`config.mk`:
```
export PLATFORM = sky130hd
export DESIGN_NAME = tile_frame_writer
export DESIGN_NICKNAME = d
export VERILOG_FILES = /design/src/rtl/tile_frame_writer.sv
export SDC_FILE = /design/constraint.sdc
export NUM_CORES = 1
export LEC_CHECK = 0
export ABC_AREA = 1
export BUFFER_PORTS_ARGS = -buffer_cell sky130_fd_sc_hd__buf_2
export CAP_MARGIN = 30
export CORE_MARGIN = 2
export CORE_UTILIZATION = 49
export CTS_BUF_LIST = sky130_fd_sc_hd__clkbuf_4 sky130_fd_sc_hd__clkbuf_8 sky130_fd_sc_hd__clkbuf_16
export CTS_CLUSTER_DIAMETER = 50
export DETAILED_ROUTE_END_ITERATION = 7
export PLACE_DENSITY = 0.73
export SLEW_MARGIN = 20
export SYNTH_ARGS = -nofsm -noshare
export SYNTH_HDL_FRONTEND = slang
export SYNTH_SLANG_ARGS = --single-unit
```
`constraint.sdc`:
```
create_clock -name clk -period 3.8 [get_ports clk]
set_input_delay 0.76 -clock clk [delete_from_list [all_inputs] [get_ports clk]]
set_output_delay 0.76 -clock clk [all_outputs]
set_load 0.02 [all_outputs]
```
`src/rtl/tile_frame_writer.sv`:
```
// Back-buffer renderer: on every buf_sel toggle, writes the maze and score bytes to the frame RAM in linear order.
// Optional macro TILE_FRAME_WRITER_ZERO_BLANK_EN blanks leading zero score digits.
module tile_frame_writer #(
    parameter int MAZE_W_TILES = 30,
    parameter int MAZE_H_TILES = 33,
    parameter int SCORE_ADDR0  = 63360,
    parameter int SCORE_DIGITS = 7,
    parameter int DIGIT_BASE   = 240,
    parameter int BLANK_TILE   = 250,
    parameter int PARK_ADDR    = 65535
) (
    input  logic        clk,
    input  logic        rst_n,
    input  logic        buf_sel,
    input  logic [27:0] score_bcd,
    output logic [9:0]  tile_addr,
    input  logic [7:0]  tile_code,
    output logic [13:0] pat_addr,
    input  logic [7:0]  pat_data,
    output logic [15:0] addrWrite,
    output logic [7:0]  dataWrite,
    output logic        busy,
    output logic        frame_done,
    output logic        overrun
);

    localparam int MAZE_W_PX  = MAZE_W_TILES * 8;
    localparam int MAZE_H_PX  = MAZE_H_TILES * 8;
    localparam int SCORE_W_PX = SCORE_DIGITS * 8;

    typedef enum logic [1:0] {IDLE, MAZE, SCORE, FLUSH} state_t;

    state_t      state_q, state_d;
    logic        buf_sel_q, buf_sel_d;
    logic [27:0] score_q, score_d;
    logic [15:0] k_q, k_d;
    logic [7:0]  x_q, x_d;
    logic [8:0]  y_q, y_d;
    logic [5:0]  xs_q, xs_d;
    logic [2:0]  ys_q, ys_d;
    logic        flush_q, flush_d;
    logic [9:0]  tile_addr_q, tile_addr_d;
    logic        busy_q, busy_d;
    logic        frame_done_q, frame_done_d;
    logic        overrun_q, overrun_d;

    logic        s1_valid_q, s1_valid_d;
    logic        s1_score_q, s1_score_d;
    logic [2:0]  s1_px_q, s1_px_d;
    logic [2:0]  s1_py_q, s1_py_d;
    logic [15:0] s1_dest_q, s1_dest_d;
    logic [7:0]  s1_code_q, s1_code_d;
    logic        s2_valid_q, s2_valid_d;
    logic [15:0] s2_dest_q, s2_dest_d;

    logic        swap;
    logic [2:0]  digit_idx;
    logic [3:0]  digit_v;
    logic [3:0]  nib;
    logic        all_zero;
    logic        lead_zero;
    logic [7:0]  digit_code;
    logic [15:0] score_dest;
    logic [7:0]  pat_code;

    assign swap       = (buf_sel != buf_sel_q);
    assign score_dest = 16'(SCORE_ADDR0 + int'(ys_q) * SCORE_W_PX + int'(xs_q));

    // Digit under the score cursor, plus whether it and every more-significant digit are zero.
    // NOTE: every variable gets a default before the loop so no latch is inferred.
    always_comb begin
        digit_idx = xs_q[5:3];
        digit_v   = 4'd0;
        nib       = 4'd0;
        all_zero  = 1'b1;
        lead_zero = 1'b0;
        for (int i = 0; i < SCORE_DIGITS; i++) begin
            nib      = score_q[4*(SCORE_DIGITS-1-i) +: 4];
            all_zero = all_zero && (nib == 4'd0);
            if (3'(i) == digit_idx) begin
                digit_v   = nib;
                lead_zero = all_zero && (i != SCORE_DIGITS - 1);
            end
        end
`ifdef TILE_FRAME_WRITER_ZERO_BLANK_EN
        if (lead_zero || digit_v > 4'd9) digit_code = 8'(BLANK_TILE);
        else                             digit_code = 8'(DIGIT_BASE) + {4'd0, digit_v};
`else
        if (digit_v > 4'd9) digit_code = 8'(BLANK_TILE);
        else                digit_code = 8'(DIGIT_BASE) + {4'd0, digit_v};
`endif
    end

    always_comb begin
        state_d      = state_q;
        buf_sel_d    = buf_sel;
        score_d      = score_q;
        k_d          = k_q;
        x_d          = x_q;
        y_d          = y_q;
        xs_d         = xs_q;
        ys_d         = ys_q;
        flush_d      = flush_q;
        frame_done_d = 1'b0;
        overrun_d    = 1'b0;

        s1_valid_d = (state_q == MAZE) || (state_q == SCORE);
        s1_score_d = (state_q == SCORE);
        s1_px_d    = (state_q == SCORE) ? xs_q[2:0] : x_q[2:0];
        s1_py_d    = (state_q == SCORE) ? ys_q : y_q[2:0];
        s1_dest_d  = (state_q == SCORE) ? score_dest : k_q;
        s1_code_d  = digit_code;
        s2_valid_d = s1_valid_q;
        s2_dest_d  = s1_dest_q;

        case (state_q)
            MAZE: begin
                k_d = k_q + 16'd1;
                if (x_q == 8'(MAZE_W_PX - 1)) begin
                    x_d = 8'd0;
                    if (y_q == 9'(MAZE_H_PX - 1)) begin
                        state_d = SCORE;
                        xs_d    = 6'd0;
                        ys_d    = 3'd0;
                    end else begin
                        y_d = y_q + 9'd1;
                    end
                end else begin
                    x_d = x_q + 8'd1;
                end
            end
            SCORE: begin
                if (xs_q == 6'(SCORE_W_PX - 1)) begin
                    xs_d = 6'd0;
                    if (ys_q == 3'd7) begin
                        state_d = FLUSH;
                        flush_d = 1'b0;
                    end else begin
                        ys_d = ys_q + 3'd1;
                    end
                end else begin
                    xs_d = xs_q + 6'd1;
                end
            end
            FLUSH: begin
                if (flush_q) begin
                    state_d      = IDLE;
                    frame_done_d = 1'b1;
                end else begin
                    flush_d = 1'b1;
                end
            end
            default: ;
        endcase

        // A swap on the last flush cycle completes the old frame normally; any earlier one aborts it.
        if (swap) begin
            overrun_d  = (state_q != IDLE) && !(state_q == FLUSH && flush_q);
            state_d    = MAZE;
            score_d    = score_bcd;
            k_d        = 16'd0;
            x_d        = 8'd0;
            y_d        = 9'd0;
            xs_d       = 6'd0;
            ys_d       = 3'd0;
            flush_d    = 1'b0;
            s1_valid_d = 1'b0;
            s2_valid_d = 1'b0;
        end

        busy_d      = (state_d != IDLE);
        tile_addr_d = (state_d == MAZE)
                    ? ({4'd0, y_d[8:3]} * 10'(MAZE_W_TILES) + {5'd0, x_d[7:3]})
                    : tile_addr_q;
    end

    // NOTE: sequential state uses non-blocking assignments only; the comb block above uses blocking.
    always_ff @(posedge clk or negedge rst_n) begin
        if (!rst_n) begin
            state_q      <= IDLE;
            buf_sel_q    <= 1'b0;
            score_q      <= '0;
            k_q          <= '0;
            x_q          <= '0;
            y_q          <= '0;
            xs_q         <= '0;
            ys_q         <= '0;
            flush_q      <= 1'b0;
            tile_addr_q  <= '0;
            busy_q       <= 1'b0;
            frame_done_q <= 1'b0;
            overrun_q    <= 1'b0;
            s1_valid_q   <= 1'b0;
            s1_score_q   <= 1'b0;
            s1_px_q      <= '0;
            s1_py_q      <= '0;
            s1_dest_q    <= '0;
            s1_code_q    <= '0;
            s2_valid_q   <= 1'b0;
            s2_dest_q    <= '0;
        end else begin
            state_q      <= state_d;
            buf_sel_q    <= buf_sel_d;
            score_q      <= score_d;
            k_q          <= k_d;
            x_q          <= x_d;
            y_q          <= y_d;
            xs_q         <= xs_d;
            ys_q         <= ys_d;
            flush_q      <= flush_d;
            tile_addr_q  <= tile_addr_d;
            busy_q       <= busy_d;
            frame_done_q <= frame_done_d;
            overrun_q    <= overrun_d;
            s1_valid_q   <= s1_valid_d;
            s1_score_q   <= s1_score_d;
            s1_px_q      <= s1_px_d;
            s1_py_q      <= s1_py_d;
            s1_dest_q    <= s1_dest_d;
            s1_code_q    <= s1_code_d;
            s2_valid_q   <= s2_valid_d;
            s2_dest_q    <= s2_dest_d;
        end
    end

    assign pat_code   = s1_score_q ? s1_code_q : tile_code;
    assign pat_addr   = {pat_code, s1_py_q, s1_px_q};
    assign tile_addr  = tile_addr_q;
    assign addrWrite  = s2_valid_q ? s2_dest_q : 16'(PARK_ADDR);
    assign dataWrite  = s2_valid_q ? pat_data : 8'd0;
    assign busy       = busy_q;
    assign frame_done = frame_done_q;
    assign overrun    = overrun_q;

endmodule
```
# Word level (Yosys, flattened, before mapping)
# Index checks and enable logic that the tools add are counted.
[classes]
n_addsub = 9
mul = 2
order_cmp = 1
eq_ne = 21
muxes = 50
reduce_logical = 15
[op_table]
columns = ["operator", "n"]
rows = [
  ["$mux W16", 4],
  ["$mux W8", 6],
  ["$mux W9", 4],
  ["$mux W4", 7],
  ["$mux W6", 4],
  ["$mux W3", 7],
  ["$add A16 B1 Y16 const B", 1],
  ["$add A16 B6 Y16", 1],
  ["$add A16 B9 Y16 const A", 1],
  ["$mux W2", 6],
  ["$pmux W6 S2", 1],
  ["$add A10 B5 Y10", 1],
  ["$add A9 B1 Y9 const B", 1],
  ["$eq A3 B3 Y1 const A", 3],
  ["$eq A9 B9 Y1 const B", 1],
  ["$mul A6 B4 Y9 const B", 1],
  ["$reduce_and A3 Y1", 3],
  ["$add A8 B1 Y8 const B", 1],
  ["$eq A8 B8 Y1 const B", 1],
  ["$mux W1", 8],
  ["$reduce_bool A2 Y1", 4],
  ["$add A5 B5 Y6 const A", 1],
  ["$add A6 B1 Y6 const B", 1],
  ["$eq A2 B3 Y1 const A", 2],
  ["22 further kinds", 28],
]
[totals]
register_bits = 136
word_cells = 121

# Logic depth before layout (Yosys ltp)
[depth]
ltp_word = 10
mapped_depth = 29
depth_no_buf = 29

# Worst setup path before layout
# OpenSTA, ideal clock, no wires.
[synth_path]
path_kind = "input to register"
from = "input buf_sel"
to = "register tile_addr_q[9] (netlist: tile_addr[9])"
setup_ns = 0.116
arrival_ns = 4.090
t_required_ns = 3.684
path_slack_ns = -0.406
stages = 23
n_path_buf = 0
cell_sequence = "or2_1 nand2_1 inv_2 nor2_1 inv_1 o22ai_1 fa_1 ha_1 inv_1 nand2_1 nand2_1 fa_1 inv_1 ha_1 nand3_1 a21oi_1 nand3_1 nor2_1 nand2_1 nand2_1 nand2_1 nand2_1 nand2_1"
[synth_via]
elab_chain_len = 4
elab_cells_between_ends = 7
[synth_rtl]
columns = ["element", "line_no", "source"]
rows = [
  ["start, declared", "14", "input logic buf_sel,"],
  ["$ne A1 B1 Y1", "66", "assign swap = (buf_sel != buf_sel_q);"],
  ["$mux W9", "157", "if (swap) begin"],
  ["net y_d[3]", "38", "logic [8:0] y_q, y_d;"],
  ["$mul A6 B4 Y9", "173", "? ({4'd0, y_d[8:3]} * 10'(MAZE_W_TILES) + {5'd0, x_d[7:3]})"],
  ["$add A10 B5 Y10", "173", ""],
  ["end signal, assigned", "211", "tile_addr_q <= tile_addr_d;"],
  ["end, declared", "42", "logic [9:0] tile_addr_q, tile_addr_d;"],
]
# The timed path passes the listed nets, and every way through them passes these cells.
# A chain may end at the register's enable or synchronous reset.

# Worst setup path in the final report
[layout_path]
from = "register x_q[1]"
to = "register tile_addr_q[9] (netlist: tile_addr[9])"
[layout_via]
elab_chain_len = 6
elab_cells_between_ends = 14
[layout_rtl]
columns = ["element", "line_no", "source"]
rows = [
  ["start, declared", "37", "logic [7:0] x_q, x_d;"],
  ["start signal, assigned", "184", "x_q <= '0;"],
  ["start signal, assigned", "206", "x_q <= x_d;"],
  ["$eq A8 B8 Y1", "119", "if (x_q == 8'(MAZE_W_PX - 1)) begin"],
  ["$mux W9", "119", ""],
  ["$mux W9", "116", "case (state_q)"],
  ["$mux W9", "157", ""],
  ["net y_d[4]", "38", ""],
  ["$mul A6 B4 Y9", "173", ""],
  ["$add A10 B5 Y10", "173", ""],
]
# The timed path passes the listed nets, and every way through them passes these cells. The select of a mux whose other input is x is not followed.

==> reports/metrics.yaml <==
run_status:
  violations: "setup timing"
  status: "finished with violations"
worst_setup_path:
  cp_top_family: "adder cells"
  r2r_cells: 25
  crit_top_cell: "nand2_1"
  path_max_fanout: 3
  crit_buf_inv: 2
  slowest_delay_ns: 0.58
  worst-setup-path-type: "reg -> reg"
  endpoint_kind: "register"
  rrSetupSlack_ns: -0.13
  critPathArrivalTime_ns: 4.24
  r2r-start: "x_q[1]"
  worst_setup_path_start_kind: "register"
  worstSetupPathDepth: 25
  rr_endpoint: "tile_addr[9]"
  cpMaxStageDelayCell: "fa_1"
  critPathRequiredTime_ns: 4.11
finish:
  fillers: 1175
  final_common_cell: "nand2_1"
  diodes: 0
  final_cell_mix: "nand2_1, dfrtp_1, inv_1, buf_2, buf_4"
  fin_util_pct: 64.7
  final_net_count: 1115
  drive_gt1_share_pct: 27.7
  area_growth_pct: 27.5
yosys:
  post-synth-top-area-cell: "dfrtp_1"
  synthArstFlopShare_pct: 100
  ys_types: 47
  yosysWarnings: 0
  synth_top_area_share_pct: 46.9
  synth_seq_cells: 133
  synthFlopType: "dfrtp_1"
  synth_nets: 947
  postSynthAreaPerCell_sq_um: 8.28
  ys_seq_area_share_pct: 46.9
  synth_edf_count: 0
  synthesis.area_sq_mm: 0.00709
  yosys-top-cells-area: "dfrtp_1, nand2_1, ha_1"
  syn-instance-count: 857
drt:
  vias: 6011
  wl_per_cell_um: 12.8
  wl_met2_mm: 7.53
  routed.top_layer: "met4"
  met1_length_mm: 6.98
  first_iter_violations: 397
  vias_per_cell: 4.94
  dr.pass1.iters: 5
  wl_met3_um: 756
  drt-total-wl_mm: 15.5
  ant_nets: 0
  drc_errors: 0
cts:
  cts_tree: "done"
  cts_buffer_depth: 2
  cts_hold_buffers: 0
  root_buffer: "clkbuf_16"
  cts_inserted_buffers: 17
  clock_latency_ns: 0.42
  clock_sinks: 133
  clkTransAtPathRegs_ns: 0.06
  h-tree-depth: 4
global_routing:
  grtUsageTotal_pct: 20.6
  antenna_found_initial: 0
  grt_max_degree: 60
  grt-ovfl-total: 0
  grt_pass1_wl_mm: 26.1
  grt_pass1_vias: 5708
run:
  cap_violations: 0
timing:
  max_slew_margin_pct: 49.9
  period_needed_ns: 3.93
  rsz0062_at_grt: "true"
  slew_viol_final: 0
  finalClockSkew_ns: 0.0101
  tightest_slew_ns: 0.752
  timing.final.ws_setup_ns: -0.129
  setup_viol: 4
  tns_ns: -0.289
  finalCritPeriodShare_pct: 103
  finalHoldViolCount: 0
  fmax_mhz: 255
  fin_hold_ws_ns: 0.345
placement:
  port_buffers: 97
  place_hpwl_mm: 11.2
  gp_congestion: 0.929
min_path:
  hold_depth: 0
  whs_endpoint: "s2_dest_q[7]"
  worstHoldStart: "s1_dest_q[7]"
  hold_class: "reg -> reg"
floorplanning:
  initial_utilization_pct: 50.7
  rows: 43
  num_io_pins: 98
  die_y_um: 124
  die_area_sq_mm: 0.0155
  fp.coreArea_sq_mm: 0.0140
  fp.dieW_um: 124
power_and_ir_drop:
  p_per_area_mw_per_mm2: 368
  p_leak_nw: 4.85
  ir_drop_v: 0.000263
## area by class of cell
class	count	area (sq um)	share of cell area [%]
Timing Repair Buffer	169	1030	11.4
Clock buffer	21	480	5.31
Inverter	119	447	4.94
Sequential cell	133	3330	36.8
Tap cell	180	225	2.49
Clock inverter	11	98.8	1.09
Multi-Input combinational cell	585	3440	38.0
## sequential cells by signal, indices dropped and copies added (netlist names), 2 cells and up
name,flops
ys_q,3
y_q,9
tile_addr,10
score_q,28
x_q,8
s1_px_q,3
s1_code_q,5
k_q,16
xs_q,6
s1_dest_q,16
s2_dest_q,16
state_q,2
s1_py_q,3
## stage by stage
| step | instance area, sq um | power, mW | setup slack (ns) | instances |
|---|---|---|---|---|
| global placement | 8250 | 1.77 | -0.395 | 1182 |
| detailed placement | 8250 | 1.78 | -0.487 | 1182 |
| finish | 9040 | 3.33 | -0.129 | 1218 |
| floorplan | 7130 | 1.66 | -0.200 | 857 |
| global route | 9040 | 3.46 | -0.307 | 1218 |
| CTS | 8930 | 3.35 | -0.134 | 1216 |
## what timing repair did
| item | in CTS | in global routing |
|---|---|---|
| gates resized for setup | 18 | 20 |
| endpoints found under the setup margin | 4 | 5 |
| setup buffers | 2 | 2 |
| pin swaps | 10 | 25 |
| gates cloned | 0 | 0 |
## worst max-delay path by stage
stage                    to  slack [ns]    start
2_1_floorplan  tile_addr[9]       -0.20  buf_sel
3_3_place_gp   tile_addr[9]       -0.40  buf_sel
3_5_place_dp   tile_addr[9]       -0.49  buf_sel
4_1_cts        tile_addr[9]       -0.13   x_q[0]
5_1_grt        tile_addr[9]       -0.31   x_q[1]
6_report       tile_addr[9]       -0.13   x_q[1]
## worst register-to-register path, cell delays in order (launching register included)
cell	delay, ns
dfrtp_1	0.35
ha_2	0.19
buf_4	0.12
nand3_2	0.10
nor2_4	0.14
nand2_1	0.08
nand2_1	0.06
nand2_1	0.07
nand2_1	0.08
nor2_2	0.05
fa_1	0.58
ha_4	0.23
nand2_2	0.09
nand2_2	0.07
fa_1	0.55
inv_2	0.05
ha_4	0.29
nand3_4	0.08
a21oi_2	0.15
nand3_2	0.10
nor2_2	0.14
nand2_1	0.06
nand2_1	0.05
nand2_1	0.04
nand2_1	0.05
nand2_1	0.05
## report_power, final
part	leakage [nW]	total, mW	switching, mW	internal [mW]
registers	1.77	1.50	0.0294	1.47
clock network	0.281	1.57	0.604	0.967
logic	2.80	0.252	0.163	0.0887
## synthesized netlist by cell type (all sizes together), types with 2 or more instances
library cell,count
nand2,285
dfrtp,133
inv,118
o21ai,56
nor2,53
nand3,41
ha,34
a21oi,29
nand4,17
nor3,14
clkbuf,13
xor2,11
fa,9
buf,7
xnor2,7
or2,6
mux2,4
a31oi,3
o22ai,3
o21a,2
o21bai,2
## cells by family after synthesis
group / share of synthesized area, %
buffers and inverters: 7.80
flip-flops: 46.9
adder cells (fa/ha/maj): 8.54
AND/OR/NAND/NOR: 25.7
multiplexers: 0.635
other: 0.0529
XOR/XNOR: 2.22
AO/OA/AOI/OAI: 8.17
## routing by layer
metal	track usage, %	up-vias
li1	-	3051
met1	27.7	2794
met2	33.4	142
met3	5.11	24
met4	5.95	0
met5	0	-
Note: power is estimated with default switching activity, not from simulation.
